## src/rtl/diffusion_step_sequencer_if.sv

```systemverilog
// Control/engine-array bundle for diffusion_step_sequencer.
// master = PS/engine side (testbench), slave = sequencer.
interface diffusion_step_sequencer_if #(
   parameter int unsigned DATA_WIDTH = 32,
   parameter int unsigned NUM_ENG    = 4
);
   logic                  start;
   logic [DATA_WIDTH-1:0] num_steps;
   logic [NUM_ENG-1:0]    eng_en;
   logic [NUM_ENG-1:0]    finished;
   logic [NUM_ENG-1:0]    go;
   logic [DATA_WIDTH-1:0] l_step;
   logic                  buf_sel;
   logic                  busy;
   logic                  done;
   logic                  err;

   modport master (
      output start, num_steps, eng_en, finished,
      input  go, l_step, buf_sel, busy, done, err
   );

   modport slave (
      input  start, num_steps, eng_en, finished,
      output go, l_step, buf_sel, busy, done, err
   );
endinterface

```

## src/rtl/diffusion_step_sequencer.sv

```systemverilog
// Barrier step sequencer: pulses go to all enabled engines, waits for every finished flag, repeats.
// Define STEP_TIMEOUT_EN to add a per-step WAIT watchdog that parks the sequencer in ERR.
module diffusion_step_sequencer #(
   parameter int unsigned DATA_WIDTH     = 32,
   parameter int unsigned NUM_ENG        = 4,
   parameter int unsigned MAX_STEPS      = 7,
   parameter int unsigned TIMEOUT_CYCLES = 1024
) (
   input logic                       clk,
   input logic                       rst,
   diffusion_step_sequencer_if.slave bus
);

   localparam logic [DATA_WIDTH-1:0] LP_MAX_STEPS = DATA_WIDTH'(MAX_STEPS);

   if (NUM_ENG < 1 || MAX_STEPS < 1 || TIMEOUT_CYCLES < 1) begin : g_param_check
      $error("diffusion_step_sequencer: NUM_ENG, MAX_STEPS and TIMEOUT_CYCLES must be >= 1");
   end

`ifdef STEP_TIMEOUT_EN
   typedef enum logic [2:0] {
      S_IDLE, S_LAUNCH, S_WAIT, S_ADVANCE, S_DONE, S_ERR
   } state_t;
`else
   typedef enum logic [2:0] {
      S_IDLE, S_LAUNCH, S_WAIT, S_ADVANCE, S_DONE
   } state_t;
`endif

   state_t                r_state, w_state_nxt;
   logic [DATA_WIDTH-1:0] r_steps, w_steps_nxt;
   logic [NUM_ENG-1:0]    r_mask,  w_mask_nxt;
   logic [NUM_ENG-1:0]    r_coll,  w_coll_nxt;
   logic [NUM_ENG-1:0]    r_go,    w_go_nxt;
   logic [DATA_WIDTH-1:0] r_lstep, w_lstep_nxt;
   logic                  r_buf,   w_buf_nxt;
   logic [NUM_ENG-1:0]    w_arrived;
   logic [DATA_WIDTH-1:0] w_clamped;
   logic [DATA_WIDTH-1:0] w_lstep_inc;
   logic                  w_idle_like;

`ifdef STEP_TIMEOUT_EN
   localparam int unsigned TW = $clog2(TIMEOUT_CYCLES + 1);
   logic [TW-1:0] r_tmo, w_tmo_nxt;
`endif

   assign w_clamped   = (bus.num_steps > LP_MAX_STEPS) ? LP_MAX_STEPS : bus.num_steps;
   assign w_arrived   = r_coll | (bus.finished & r_mask);
   assign w_lstep_inc = r_lstep + DATA_WIDTH'(1);
`ifdef STEP_TIMEOUT_EN
   assign w_idle_like = (r_state == S_IDLE) || (r_state == S_DONE) || (r_state == S_ERR);
`else
   assign w_idle_like = (r_state == S_IDLE) || (r_state == S_DONE);
`endif

   always_comb begin
      w_state_nxt = r_state;
      w_steps_nxt = r_steps;
      w_mask_nxt  = r_mask;
      w_coll_nxt  = r_coll;
      w_lstep_nxt = r_lstep;
      w_buf_nxt   = r_buf;
      if (w_idle_like) begin
         if (bus.start) begin
            w_steps_nxt = w_clamped;
            w_mask_nxt  = bus.eng_en;
            w_lstep_nxt = '0;
            w_buf_nxt   = 1'b0;
            w_state_nxt = (w_clamped == '0 || bus.eng_en == '0) ? S_DONE : S_LAUNCH;
         end
      end else begin
         case (r_state)
            S_LAUNCH: begin
               w_coll_nxt  = '0;
               w_state_nxt = S_WAIT;
            end
            S_WAIT: begin
               w_coll_nxt = w_arrived;
               if (w_arrived == r_mask) begin
                  w_state_nxt = S_ADVANCE;
`ifdef STEP_TIMEOUT_EN
               end else if (r_tmo == TW'(TIMEOUT_CYCLES - 1)) begin
                  w_state_nxt = S_ERR;
`endif
               end
            end
            S_ADVANCE: begin
               w_lstep_nxt = w_lstep_inc;
               w_buf_nxt   = ~r_buf;
               w_state_nxt = (w_lstep_inc == r_steps) ? S_DONE : S_LAUNCH;
            end
            default: w_state_nxt = S_IDLE;
         endcase
      end
      // go is registered so it is high exactly during the LAUNCH cycle
      w_go_nxt = (w_state_nxt == S_LAUNCH) ? w_mask_nxt : '0;
   end

`ifdef STEP_TIMEOUT_EN
   assign w_tmo_nxt = (r_state == S_WAIT) ? r_tmo + TW'(1) : '0;
`endif

   always_ff @(posedge clk) begin
      if (rst) begin
         r_state <= S_IDLE;
         r_steps <= '0;
         r_mask  <= '0;
         r_coll  <= '0;
         r_go    <= '0;
         r_lstep <= '0;
         r_buf   <= 1'b0;
`ifdef STEP_TIMEOUT_EN
         r_tmo   <= '0;
`endif
      end else begin
         r_state <= w_state_nxt;
         r_steps <= w_steps_nxt;
         r_mask  <= w_mask_nxt;
         r_coll  <= w_coll_nxt;
         r_go    <= w_go_nxt;
         r_lstep <= w_lstep_nxt;
         r_buf   <= w_buf_nxt;
`ifdef STEP_TIMEOUT_EN
         r_tmo   <= w_tmo_nxt;
`endif
      end
   end

   assign bus.go      = r_go;
   assign bus.l_step  = r_lstep;
   assign bus.buf_sel = r_buf;
   assign bus.busy    = (r_state == S_LAUNCH) || (r_state == S_WAIT) || (r_state == S_ADVANCE);
   assign bus.done    = (r_state == S_DONE);
`ifdef STEP_TIMEOUT_EN
   assign bus.err     = (r_state == S_ERR);
`else
   assign bus.err     = 1'b0;
`endif

endmodule

```

## src/flat_wrapper.sv

```systemverilog
// flat-port wrapper written by rule: the top's interface ports become plain ports
module diffusion_step_sequencer_flat 
#(
   parameter int unsigned DATA_WIDTH     = 32,
   parameter int unsigned NUM_ENG        = 4,
   parameter int unsigned MAX_STEPS      = 7,
   parameter int unsigned TIMEOUT_CYCLES = 1024
)
  (clk, rst, bus_start, bus_num_steps, bus_eng_en, bus_finished, bus_go, bus_l_step, bus_buf_sel, bus_busy, bus_done, bus_err);
  diffusion_step_sequencer_if #(.DATA_WIDTH(DATA_WIDTH), .NUM_ENG(NUM_ENG)) bus_i ();
  input logic clk;
  input logic rst;
  input wire logic [$bits(bus_i.start)-1:0] bus_start;
  input wire logic [$bits(bus_i.num_steps)-1:0] bus_num_steps;
  input wire logic [$bits(bus_i.eng_en)-1:0] bus_eng_en;
  input wire logic [$bits(bus_i.finished)-1:0] bus_finished;
  output wire logic [$bits(bus_i.go)-1:0] bus_go;
  output wire logic [$bits(bus_i.l_step)-1:0] bus_l_step;
  output wire logic [$bits(bus_i.buf_sel)-1:0] bus_buf_sel;
  output wire logic [$bits(bus_i.busy)-1:0] bus_busy;
  output wire logic [$bits(bus_i.done)-1:0] bus_done;
  output wire logic [$bits(bus_i.err)-1:0] bus_err;
  assign bus_i.start = bus_start;
  assign bus_i.num_steps = bus_num_steps;
  assign bus_i.eng_en = bus_eng_en;
  assign bus_i.finished = bus_finished;
  assign bus_go = bus_i.go;
  assign bus_l_step = bus_i.l_step;
  assign bus_buf_sel = bus_i.buf_sel;
  assign bus_busy = bus_i.busy;
  assign bus_done = bus_i.done;
  assign bus_err = bus_i.err;
  diffusion_step_sequencer #(.DATA_WIDTH(DATA_WIDTH), .NUM_ENG(NUM_ENG), .MAX_STEPS(MAX_STEPS), .TIMEOUT_CYCLES(TIMEOUT_CYCLES)) u_core (.clk(clk), .rst(rst), .bus(bus_i));
endmodule
```

## config.mk

```make
export PLATFORM = sky130hd
export DESIGN_NAME = diffusion_step_sequencer_flat
export DESIGN_NICKNAME = d
export VERILOG_FILES = /design/src/rtl/diffusion_step_sequencer_if.sv /design/src/rtl/diffusion_step_sequencer.sv /design/src/flat_wrapper.sv
export SDC_FILE = /design/constraint.sdc
export NUM_CORES = 1
export LEC_CHECK = 0
export BUFFER_PORTS_ARGS = -buffer_cell sky130_fd_sc_hd__buf_2
export CAP_MARGIN = 20
export CORE_ASPECT_RATIO = 1.25
export CORE_MARGIN = 2
export CORE_UTILIZATION = 30
export CTS_BUF_LIST = sky130_fd_sc_hd__clkbuf_16
export CTS_CLUSTER_DIAMETER = 80
export DETAILED_ROUTE_END_ITERATION = 10
export GPL_TIMING_DRIVEN = 0
export SKIP_LAST_GASP = 1
export SYNTH_ARGS = -nofsm -noshare
export SYNTH_HDL_FRONTEND = slang
export SYNTH_SLANG_ARGS = --single-unit
```

## constraint.sdc

```tcl
create_clock -name clk -period 2.85 [get_ports clk]
set_clock_uncertainty 0.2 [all_clocks]
set_input_delay 0.285 -clock clk [delete_from_list [all_inputs] [get_ports clk]]
set_output_delay 0.285 -clock clk [all_outputs]
set_load 0.03 [all_outputs]
```

# Word-level counts from Yosys, hierarchy flattened
# Cells that the tools add are included.
# totals
regBits	80
# op_classes
addsub	1
n_lt_le_gt_ge	1
n_eq_ne	8
n_mux	16
bitwise	5
n_reduce_logical	13
# op_table
cell	n
two-way mux 32 bit	4
adder 32 x 1 -> 32 bit (second input constant)	1
equality test 32 bit	1
greater-than comparator 32 x 3 -> 1 bit (second input constant)	1
zero test 32 bit	1
two-way mux 3 bit	5
case mux 3 bit (3 select lines)	1
two-way mux 4 bit	2
case mux 4 bit (2 select lines)	1
equality test 3 x 1 -> 1 bit (second input constant)	2
equality test 3 x 2 -> 1 bit (second input constant)	2
AND reduction 2 bit	3
bitwise AND 4 bit	1
equality test 4 bit	1
zero test 4 bit	1
logical OR 1 bit	4
OR 4 bit	1
nonzero test 2 bit	2
equality test 3 bit (second input constant)	1
zero test 3 bit	1
two-way mux 1 bit	3
inverter 1 bit	3
!= test 2 bit (second input constant)	1
OR reduction 2 bit	1

# Depth between registers and ports, before layout
# Gate-level depths: netlist of run 1.
# logic_depth
ltp_word	10
depth_mapped	10
mapped_depth_nobuf	9

# Worst setup path after synthesis of run 1
# OpenSTA, ideal clock, no wires.
# synth_timing
kind	flip-flop to flip-flop
from	reg u_core.r_lstep[0] (netlist: u_core.bus.l_step[0])
to	reg u_core.r_go[3] (netlist: u_core.bus.go[3])
setup_time_ps	116
arrival_time_ps	2990
path_slack_ps	-455
stages_incl_launch_ff	11
n_path_buf	1
cell_sequence	dfxtp_1 > ha_1 > nand3_2 > or4_4 > buf_6 > a222oi_1 > nand4_1 > nor4_1 > nand4_1 > or4_4 > and3_1
# synth_via
elab_chain_len	8
# synth_lines
item	line	source
start, declared	diffusion_step_sequencer.sv:35	logic [DATA_WIDTH-1:0] r_lstep, w_lstep_nxt;
start signal, assigned	diffusion_step_sequencer.sv:121	r_lstep <= w_lstep_nxt;
adder 32 x 1 -> 32 bit	diffusion_step_sequencer.sv:49	assign w_lstep_inc = r_lstep + DATA_WIDTH'(1);
equality test 32 bit	diffusion_step_sequencer.sv:90	w_state_nxt = (w_lstep_inc == r_steps) ? S_DONE : S_LAUNCH;
two-way mux 3 bit	diffusion_step_sequencer.sv:90	
case mux 3 bit (3 select lines)	diffusion_step_sequencer.sv:72	case (r_state)
two-way mux 3 bit	diffusion_step_sequencer.sv:63	if (w_idle_like) begin
equality test 3 x 1 -> 1 bit	diffusion_step_sequencer.sv:96	w_go_nxt = (w_state_nxt == S_LAUNCH) ? w_mask_nxt : '0;
inverter 1 bit (no source line)	n/a	
OR reduction 2 bit (no source line)	n/a	
end signal, assigned	diffusion_step_sequencer.sv:120	r_go <= w_go_nxt;
end, declared	diffusion_step_sequencer.sv:34	logic [NUM_ENG-1:0] r_go, w_go_nxt;
# Every way passes these cells.
# A chain may end at the register's enable or synchronous reset.

# Worst setup path in the final report of run 1
# layout_timing
from	reg u_core.r_lstep[8] (netlist: u_core.bus.l_step[8])
to	reg u_core.r_go[3] (netlist: u_core.bus.go[3])
# Same word-level chain as after synthesis.

==> impl_metrics.prom, run 1 <==
# TYPE chip_impl_metric gauge
chip_impl_metric{name="floorplan.rows",unit=""} 49
chip_impl_metric{name="detail_route.first_pass.iterations",unit=""} 6
chip_impl_metric{name="drt-total-wl",unit="mm"} 14.7
chip_impl_metric{name="ys_warn_count",unit=""} 0
chip_impl_metric{name="globalplace.congestion",unit=""} 0.884
chip_impl_metric{name="clk-insertion-delay-late",unit="ns"} 0.35
chip_impl_metric{name="async_reset_ff_frac",unit=""} 0
chip_impl_metric{name="grt_pass1_vias",unit=""} 4410
chip_impl_metric{name="rrSetupSlack",unit="ns"} -0.17
chip_impl_metric{name="finalWorstPathRequiredPeriod",unit="ns"} 3.02
chip_impl_metric{name="height_of_the_die",unit="um"} 139
chip_impl_metric{name="cp_data_arrival_time",unit="ns"} 3.07
chip_impl_metric{name="pwr-share-comb",unit=""} 0.134
chip_impl_info{name="crit_top_cell",value="or4_4"} 1
chip_impl_metric{name="cts.path.max_buffers",unit=""} 2
chip_impl_metric{name="drcViolationCount",unit=""} 0
chip_impl_metric{name="die_width",unit="um"} 112
chip_impl_metric{name="cts.htree.levels",unit=""} 3
chip_impl_metric{name="syn-num-nets",unit=""} 576
chip_impl_metric{name="cp.buffers_inverters",unit=""} 1
chip_impl_info{name="run_status",value="finished, violations left"} 1
chip_impl_metric{name="slew_violations",unit=""} 0
chip_impl_metric{name="cts_num_sinks",unit=""} 80
chip_impl_metric{name="core",unit="um^2"} 14300
chip_impl_metric{name="area.growth.synth_to_final",unit="%"} 30.4
chip_impl_metric{name="switching_share",unit=""} 0.286
chip_impl_metric{name="die_area",unit="um^2"} 15600
chip_impl_metric{name="grt_max_degree",unit=""} 15
chip_impl_metric{name="diodes",unit=""} 0
chip_impl_metric{name="post_layout_total_power",unit="mW"} 2.57
chip_impl_metric{name="cellLeakagePower",unit="nW"} 2.29
chip_impl_metric{name="ioPinCount",unit=""} 83
chip_impl_info{name="cts_root_buffer",value="clkbuf_16"} 1
chip_impl_metric{name="worst_hold_slack",unit="ns"} 0.0117
chip_impl_info{name="yosys-top-cells-area",value="dfxtp_1 (37%), xnor2_1 (7.2%), nor2_1 (5.0%), and2_1 (4.6%), nand2_1 (3.9%)"} 1
chip_impl_metric{name="cts.reportedPaths.clkPinSlew",unit="ns"} 0.06
chip_impl_metric{name="fmax",unit="GHz"} 0.331
chip_impl_metric{name="detailroute.wirelength.met3",unit="um"} 826
chip_impl_metric{name="dpl-instance-area",unit="um^2"} 5070
chip_impl_metric{name="finalInstanceArea",unit="um^2"} 5710
chip_impl_metric{name="route.antenna.remaining_nets",unit=""} 0
chip_impl_metric{name="max_stage_delay",unit="ns"} 0.59
chip_impl_metric{name="synth.yosys.seq_area_share",unit=""} 0.366
chip_impl_metric{name="final_nets",unit=""} 691
chip_impl_info{name="synth_area_leader_cell",value="dfxtp_1"} 1
chip_impl_metric{name="netsw",unit="uW"} 733
chip_impl_metric{name="synth_area_per_cell",unit="um^2"} 8.23
chip_impl_metric{name="power.density_cell_area",unit="nW/um^2"} 450
chip_impl_metric{name="post_synth_top_area_share",unit=""} 0.366
chip_impl_info{name="cts_tree",value="yes"} 1
chip_impl_info{name="worstPathCellList",value="nand4_4, or4_4, buf_8, nor3_4, xnor2_2, a221oi_2, nand4_1, or4_4, and3_4"} 1
chip_impl_metric{name="start_util",unit=""} 0.305
chip_impl_info{name="worst_r2r_src",value="u_core.bus.l_step[8]"} 1
chip_impl_info{name="critPathSlowestCell",value="or4_4"} 1
chip_impl_metric{name="layout-drive-gt1-share",unit=""} 0.316
chip_impl_metric{name="timing_hold_violations_final",unit=""} 0
chip_impl_metric{name="setup_viol",unit=""} 6
chip_impl_metric{name="port_buffers",unit=""} 81
chip_impl_info{name="grt_setup_unrepaired",value="true"} 1
chip_impl_metric{name="number_of_antenna_violations_at_the_first_check_in_global_routing",unit=""} 0
chip_impl_metric{name="seq_power_share",unit=""} 0.448
chip_impl_info{name="worstSetupStartpointType",value="flip-flop"} 1
chip_impl_metric{name="fin_setup_tns",unit="ns"} -0.818
chip_impl_info{name="failed_checks",value="negative setup slack"} 1
chip_impl_metric{name="worstRegToRegCells",unit=""} 9
chip_impl_info{name="most-common-layout-cells",value="buf_2 (82), dfxtp_1 (58), nor2_1 (55)"} 1
chip_impl_metric{name="layout_worst_path_cycle_share",unit=""} 1.06
chip_impl_info{name="timing_worst_setup_path_type",value="flip-flop to flip-flop"} 1
chip_impl_metric{name="worstMarginPinSlew",unit="ns"} 0.820
chip_impl_metric{name="timing.critical_path.depth",unit=""} 9
chip_impl_metric{name="gr-total-overflow",unit=""} 0
chip_impl_metric{name="yosys_register_bits",unit=""} 80
chip_impl_metric{name="max_cap_violations",unit=""} 0
chip_impl_metric{name="drt-wirelength-per-cell",unit="um"} 17.7
chip_impl_metric{name="syn_inst",unit=""} 532
chip_impl_info{name="dominantRegCellSynth",value="dfxtp_1"} 1
chip_impl_metric{name="viasPerCell",unit=""} 5.42
chip_impl_metric{name="dr.first_iter.drc_count",unit=""} 364
chip_impl_metric{name="first_pass_grt_wire_length",unit="mm"} 23.5
chip_impl_info{name="mostFrequentLayoutCell",value="buf_2"} 1
chip_impl_metric{name="total_routed_wire_length_on_the_met1_layer",unit="mm"} 6.08
chip_impl_metric{name="yosysUniqueCellTypes",unit=""} 56
chip_impl_metric{name="netlist_area_before_placement",unit="um^2"} 4380
chip_impl_metric{name="synth_enable_flop_cells",unit=""} 0
chip_impl_info{name="endpoint",value="u_core.bus.go[3]"} 1
chip_impl_metric{name="max_slew_margin",unit=""} 0.451
chip_impl_metric{name="vdd_drop_max",unit="mV"} 0.243
chip_impl_metric{name="post-place-ws",unit="ns"} -0.708
chip_impl_metric{name="required_arrival_time_at_the_worst_endpoint",unit="ns"} 2.90
chip_impl_info{name="highest-signal-layer",value="met4"} 1
chip_impl_metric{name="total_clock_buffers_created_by_cts",unit=""} 9
chip_impl_metric{name="dp.final_hpwl",unit="mm"} 10.4
chip_impl_info{name="hold_class",value="primary input to flip-flop"} 1
chip_impl_info{name="rr_endpoint",value="u_core.bus.go[3]"} 1
chip_impl_metric{name="global_route.usage.total",unit=""} 0.188
chip_impl_metric{name="critPathMaxFanout",unit=""} 7
chip_impl_info{name="setup.worst_path.start",value="u_core.bus.l_step[8]"} 1
chip_impl_metric{name="vias",unit=""} 4500
chip_impl_metric{name="p_clk_frac",unit=""} 0.417
chip_impl_metric{name="timing.final.ws_setup",unit="ns"} -0.173
chip_impl_metric{name="route.met2.wl",unit="mm"} 7.12
chip_impl_metric{name="internal_power",unit="mW"} 1.83
chip_impl_info{name="top_delay_family_on_crit_path",value="simple AND/OR/NAND/NOR gates"} 1
chip_impl_info{name="crit_path_end_kind",value="flip-flop"} 1
[registers in the layout, indices dropped and copies added, names as in the netlist]
register / flops
u_core.bus.l_step: 32
u_core.r_steps: 32
u_core.bus.go: 4
u_core.r_coll: 4
u_core.r_mask: 4
u_core.r_state: 3
u_core.bus.buf_sel: 1
[per-stage QoR]
step | util | instances
floorplan | - | 532
global placement | 0.354 | 791
detailed placement | 0.354 | 791
CTS | 0.390 | 823
global route | 0.398 | 830
finish | 0.398 | 830
[tightest hold or removal path, delay by kind of cell]
kind,cells,cell delay [ns]
AO/OA/AOI/OAI,1,0.07
buffers and inverters,2,0.15
[worst min path at each step]
stage | startpoint | endpoint | cells past startpoint
6_report | bus_num_steps[2] | u_core.r_steps[2] | 3
5_1_grt | bus_num_steps[0] | u_core.r_steps[0] | 3
4_1_cts | bus_eng_en[1] | u_core.r_mask[1] | 3
3_5_place_dp | u_core.r_steps[21] | u_core.r_steps[21] | 1
3_3_place_gp | u_core.r_steps[14] | u_core.r_steps[14] | 1
2_1_floorplan | rst | u_core.r_mask[0] | 1
[synth_stat cells (2+ instances only)]
library cell / n
dfxtp_1: 80
nor2_1: 58
nand2_1: 46
xnor2_1: 36
a21oi_1: 32
and2_1: 32
nand4_1: 20
nor3_1: 20
o21ai_0: 20
clkbuf_1: 18
nand3_1: 16
nor4_1: 16
xor2_1: 11
a211oi_1: 9
a311oi_1: 9
a31oi_1: 9
and3_1: 9
inv_1: 9
buf_6: 7
clkbuf_8: 6
nand2b_1: 6
nor3b_1: 5
a2111oi_0: 4
a22oi_1: 4
a32oi_1: 4
buf_4: 3
o211ai_1: 3
or3_1: 3
and3_2: 2
and4_1: 2
buf_2: 2
nand3_2: 2
nand4_2: 2
o22ai_1: 2
or2_2: 2
or4_1: 2
or4_4: 2
[power groups by stage]
stage / Combinational, mW / Clock (mW) / Sequential (mW)
4_1_cts: 0.338 / 1.09 / 1.15
5_1_grt: 0.373 / 1.13 / 1.15
2_1_floorplan: 0.196 / 0 / 1.18
3_5_place_dp: 0.326 / 0 / 1.18
6_report: 0.345 / 1.07 / 1.15
3_3_place_gp: 0.321 / 0 / 1.18
[layout make-up]
class / count / area [um^2]
Clock buffer: 9 / 225
Buffer: 27 / 200
Timing Repair Buffer: 114 / 663
Fill cell: 1482 / 8640
Multi-Input combinational cell: 406 / 2660
Sequential cell: 80 / 1660
Clock inverter: 7 / 46.3
Inverter: 9 / 33.8
Tap cell: 178 / 223
[layer usage]
| layer | GRT usage | vias up |
|---|---|---|
| met5 | 0 | - |
| met1 | 0.228 | 2107 |
| met4 | 0.0854 | 0 |
| met2 | 0.322 | 196 |
| li1 | - | 2148 |
| met3 | 0.0358 | 49 |
[repair_timing]
item                                    CTS  global route
endpoints found under the setup margin    6            11
resized for setup                        28            17
setup buffers                            22            10
pin swaps                                17             6
hold endpoints to repair                  2             0
hold buffers                              1             0
cloned                                    0             0
[logic make-up (layout without fill, tap and decap cells)]
kind of cell / count (synthesis) / in the layout / synth area share
simple gates: 254 / 254 / 0.316
compound gates: 102 / 102 / 0.150
flops: 80 / 80 / 0.366
xor+xnor: 47 / 47 / 0.0940
buf+inv: 46 / 166 / 0.0683
fa+ha+maj: 1 / 1 / 0.00286
other cells: 1 / 1 / 0.000857
mux: 1 / 1 / 0.00229
Note: power is estimated with default switching activity, not from simulation.
==> inputs of run 2 (changes only) <==
Settings changed: PLACE_DENSITY_LB_ADDON set to 0.15.
==> impl_metrics.prom, run 2 (synthesis gave the netlist of run 1 again) <==
# TYPE chip_impl_metric gauge
chip_impl_info{name="crit_path_end_kind",value="flip-flop"} 1
chip_impl_metric{name="height_of_the_die",unit="um"} 139
chip_impl_metric{name="cts.htree.levels",unit=""} 3
chip_impl_metric{name="ioPinCount",unit=""} 83
chip_impl_metric{name="setup_viol",unit=""} 5
chip_impl_metric{name="drt-total-wl",unit="mm"} 15.1
chip_impl_metric{name="worstRegToRegCells",unit=""} 9
chip_impl_metric{name="finalWorstPathRequiredPeriod",unit="ns"} 3.03
chip_impl_metric{name="final_nets",unit=""} 688
chip_impl_metric{name="core",unit="um^2"} 14300
chip_impl_metric{name="cts_num_sinks",unit=""} 80
chip_impl_metric{name="rrSetupSlack",unit="ns"} -0.18
chip_impl_metric{name="vias",unit=""} 4385
chip_impl_info{name="endpoint",value="u_core.bus.go[0]"} 1
chip_impl_metric{name="post-place-ws",unit="ns"} -0.892
chip_impl_metric{name="dpl.cell_count",unit=""} 791
chip_impl_metric{name="dr.first_iter.drc_count",unit=""} 197
chip_impl_metric{name="final_cell_count_no_fill",unit=""} 827
chip_impl_metric{name="cts.reportedPaths.clkPinSlew",unit="ns"} 0.06
chip_impl_metric{name="timing_hold_violations_final",unit=""} 0
chip_impl_info{name="cts_tree",value="yes"} 1
chip_impl_metric{name="vdd_drop_max",unit="mV"} 0.234
chip_impl_metric{name="cp_data_arrival_time",unit="ns"} 3.06
chip_impl_info{name="hold_class",value="primary input to flip-flop"} 1
chip_impl_metric{name="viasPerCell",unit=""} 5.30
chip_impl_metric{name="drt-wirelength-per-cell",unit="um"} 18.3
chip_impl_metric{name="worst_hold_slack",unit="ns"} 0.0240
chip_impl_metric{name="number_of_antenna_violations_at_the_first_check_in_global_routing",unit=""} 0
chip_impl_metric{name="die_width",unit="um"} 112
chip_impl_metric{name="cts.path.max_buffers",unit=""} 2
chip_impl_metric{name="netsw",unit="uW"} 739
chip_impl_info{name="setup.worst_path.start",value="u_core.bus.l_step[9]"} 1
chip_impl_metric{name="diodes",unit=""} 0
chip_impl_metric{name="die_area",unit="um^2"} 15600
chip_impl_metric{name="fillCellCount",unit=""} 1500
chip_impl_metric{name="slew_violations",unit=""} 0
chip_impl_metric{name="required_arrival_time_at_the_worst_endpoint",unit="ns"} 2.89
chip_impl_metric{name="port_buffers",unit=""} 81
chip_impl_metric{name="timing.final.ws_setup",unit="ns"} -0.176
chip_impl_metric{name="post_layout_total_power",unit="mW"} 2.65
chip_impl_info{name="most-common-layout-cells",value="buf_2 (82), dfxtp_1 (59), nor2_1 (56)"} 1
chip_impl_metric{name="route.antenna.remaining_nets",unit=""} 0
chip_impl_metric{name="p_clk_frac",unit=""} 0.435
chip_impl_metric{name="layout_worst_path_cycle_share",unit=""} 1.06
chip_impl_metric{name="floorplan.rows",unit=""} 49
chip_impl_metric{name="grt_pass1_vias",unit=""} 4288
chip_impl_info{name="run_status",value="finished, violations left"} 1
chip_impl_metric{name="layout-drive-gt1-share",unit=""} 0.304
chip_impl_metric{name="pwr-share-comb",unit=""} 0.131
chip_impl_info{name="grt_setup_unrepaired",value="true"} 1
chip_impl_metric{name="dp.final_hpwl",unit="mm"} 10.6
chip_impl_metric{name="area.growth.synth_to_final",unit="%"} 29.8
chip_impl_metric{name="total_clock_buffers_created_by_cts",unit=""} 9
chip_impl_metric{name="seq_power_share",unit=""} 0.434
chip_impl_metric{name="drcViolationCount",unit=""} 0
chip_impl_metric{name="global_route.usage.total",unit=""} 0.194
chip_impl_metric{name="internal_power",unit="mW"} 1.91
chip_impl_info{name="rr_endpoint",value="u_core.bus.go[0]"} 1
chip_impl_info{name="worst_r2r_src",value="u_core.bus.l_step[9]"} 1
chip_impl_metric{name="detail_route.first_pass.iterations",unit=""} 4
chip_impl_info{name="failed_checks",value="negative setup slack"} 1
chip_impl_info{name="worstSetupStartpointType",value="flip-flop"} 1
chip_impl_metric{name="start_util",unit=""} 0.305
chip_impl_metric{name="globalplace.congestion",unit=""} 0.888
chip_impl_metric{name="gr-total-overflow",unit=""} 0
chip_impl_metric{name="finalInstanceArea",unit="um^2"} 5680
chip_impl_metric{name="grt_max_degree",unit=""} 15
chip_impl_metric{name="power.density_cell_area",unit="nW/um^2"} 467
chip_impl_metric{name="critPathMaxFanout",unit=""} 6
chip_impl_metric{name="first_pass_grt_wire_length",unit="mm"} 23.6
chip_impl_metric{name="fmax",unit="GHz"} 0.330
chip_impl_metric{name="cellLeakagePower",unit="nW"} 2.27
chip_impl_metric{name="worstMarginPinSlew",unit="ns"} 0.819
chip_impl_info{name="mostFrequentLayoutCell",value="buf_2"} 1
chip_impl_info{name="timing.hold.worst.start",value="bus_finished[2]"} 1
chip_impl_info{name="cts_root_buffer",value="clkbuf_16"} 1
chip_impl_metric{name="clk-insertion-delay-late",unit="ns"} 0.34
chip_impl_metric{name="switching_share",unit=""} 0.278
chip_impl_metric{name="max_cap_violations",unit=""} 0
chip_impl_metric{name="max_slew_margin",unit=""} 0.452
chip_impl_metric{name="dpl-instance-area",unit="um^2"} 5070
chip_impl_info{name="timing_worst_setup_path_type",value="flip-flop to flip-flop"} 1
==> run 2: area by class of cell <==
type | instances | area, um^2 | area share
plain buffers | 27 | 200 | 0.0352
clock buffers | 9 | 225 | 0.0396
clock inverters | 7 | 65.1 | 0.0114
inverters | 9 | 33.8 | 0.00594
multi-input cells | 406 | 2640 | 0.465
flip-flops and latches | 80 | 1660 | 0.291
well taps | 178 | 223 | 0.0392
repair buffers | 111 | 641 | 0.113
==> run 2: timing repair <==
item / 4_1_cts / 5_1_grt
hold endpoints to repair: 2 / 0
gates resized for setup: 25 / 12
hold buffers: 1 / 0
endpoints found under the setup margin: 6 / 13
setup buffers: 24 / 5
pin swaps: 14 / 5
==> run 2: worst max-delay path, cell delays in order (launching register included) <==
cell      delay [ns]
dfxtp_4         0.39
nand4_4         0.13
or4_4           0.59
buf_8           0.17
nor3_4          0.17
xnor2_2         0.10
a221oi_2        0.27
nand4_1         0.16
or4_4           0.56
and3_4          0.18
==> run 2: worst min-delay path by stage <==
stage | to | slack, ns | cells after the start
CTS | u_core.r_mask[0] | 0.01 | 3
detailed placement | u_core.r_steps[15] | 0.27 | 1
global route | u_core.r_mask[2] | 0.03 | 3
global placement | u_core.r_steps[28] | 0.26 | 1
finish | u_core.r_coll[2] | 0.02 | 3
floorplan | u_core.r_mask[0] | 0.16 | 1
==> run 2: per-stage QoR <==
stage	setup TNS [ns]	util
5_1_grt	-1.09	0.396
4_1_cts	-1.17	0.392
6_report	-0.796	0.396
3_3_place_gp	-4.73	0.354
3_5_place_dp	-4.97	0.354
2_1_floorplan	-0.460	-
==> run 2: routing by layer <==
layer	vias to the layer above	track usage	routed length [um]
li1	2144	-	-
met1	2076	0.246	6550
met2	132	0.325	7310
met3	33	0.0315	811
met4	0	0.0822	434
met5	-	0	0
==> run 2: power by group through the flow <==
stage / sequential [mW] / clock [mW] / combinational, mW
after detailed placement: 1.18 / 0 / 0.338
after global routing: 1.15 / 1.23 / 0.378
final: 1.15 / 1.15 / 0.348
after global placement: 1.18 / 0 / 0.335
after floorplan: 1.18 / 0 / 0.196
after CTS: 1.15 / 1.17 / 0.345
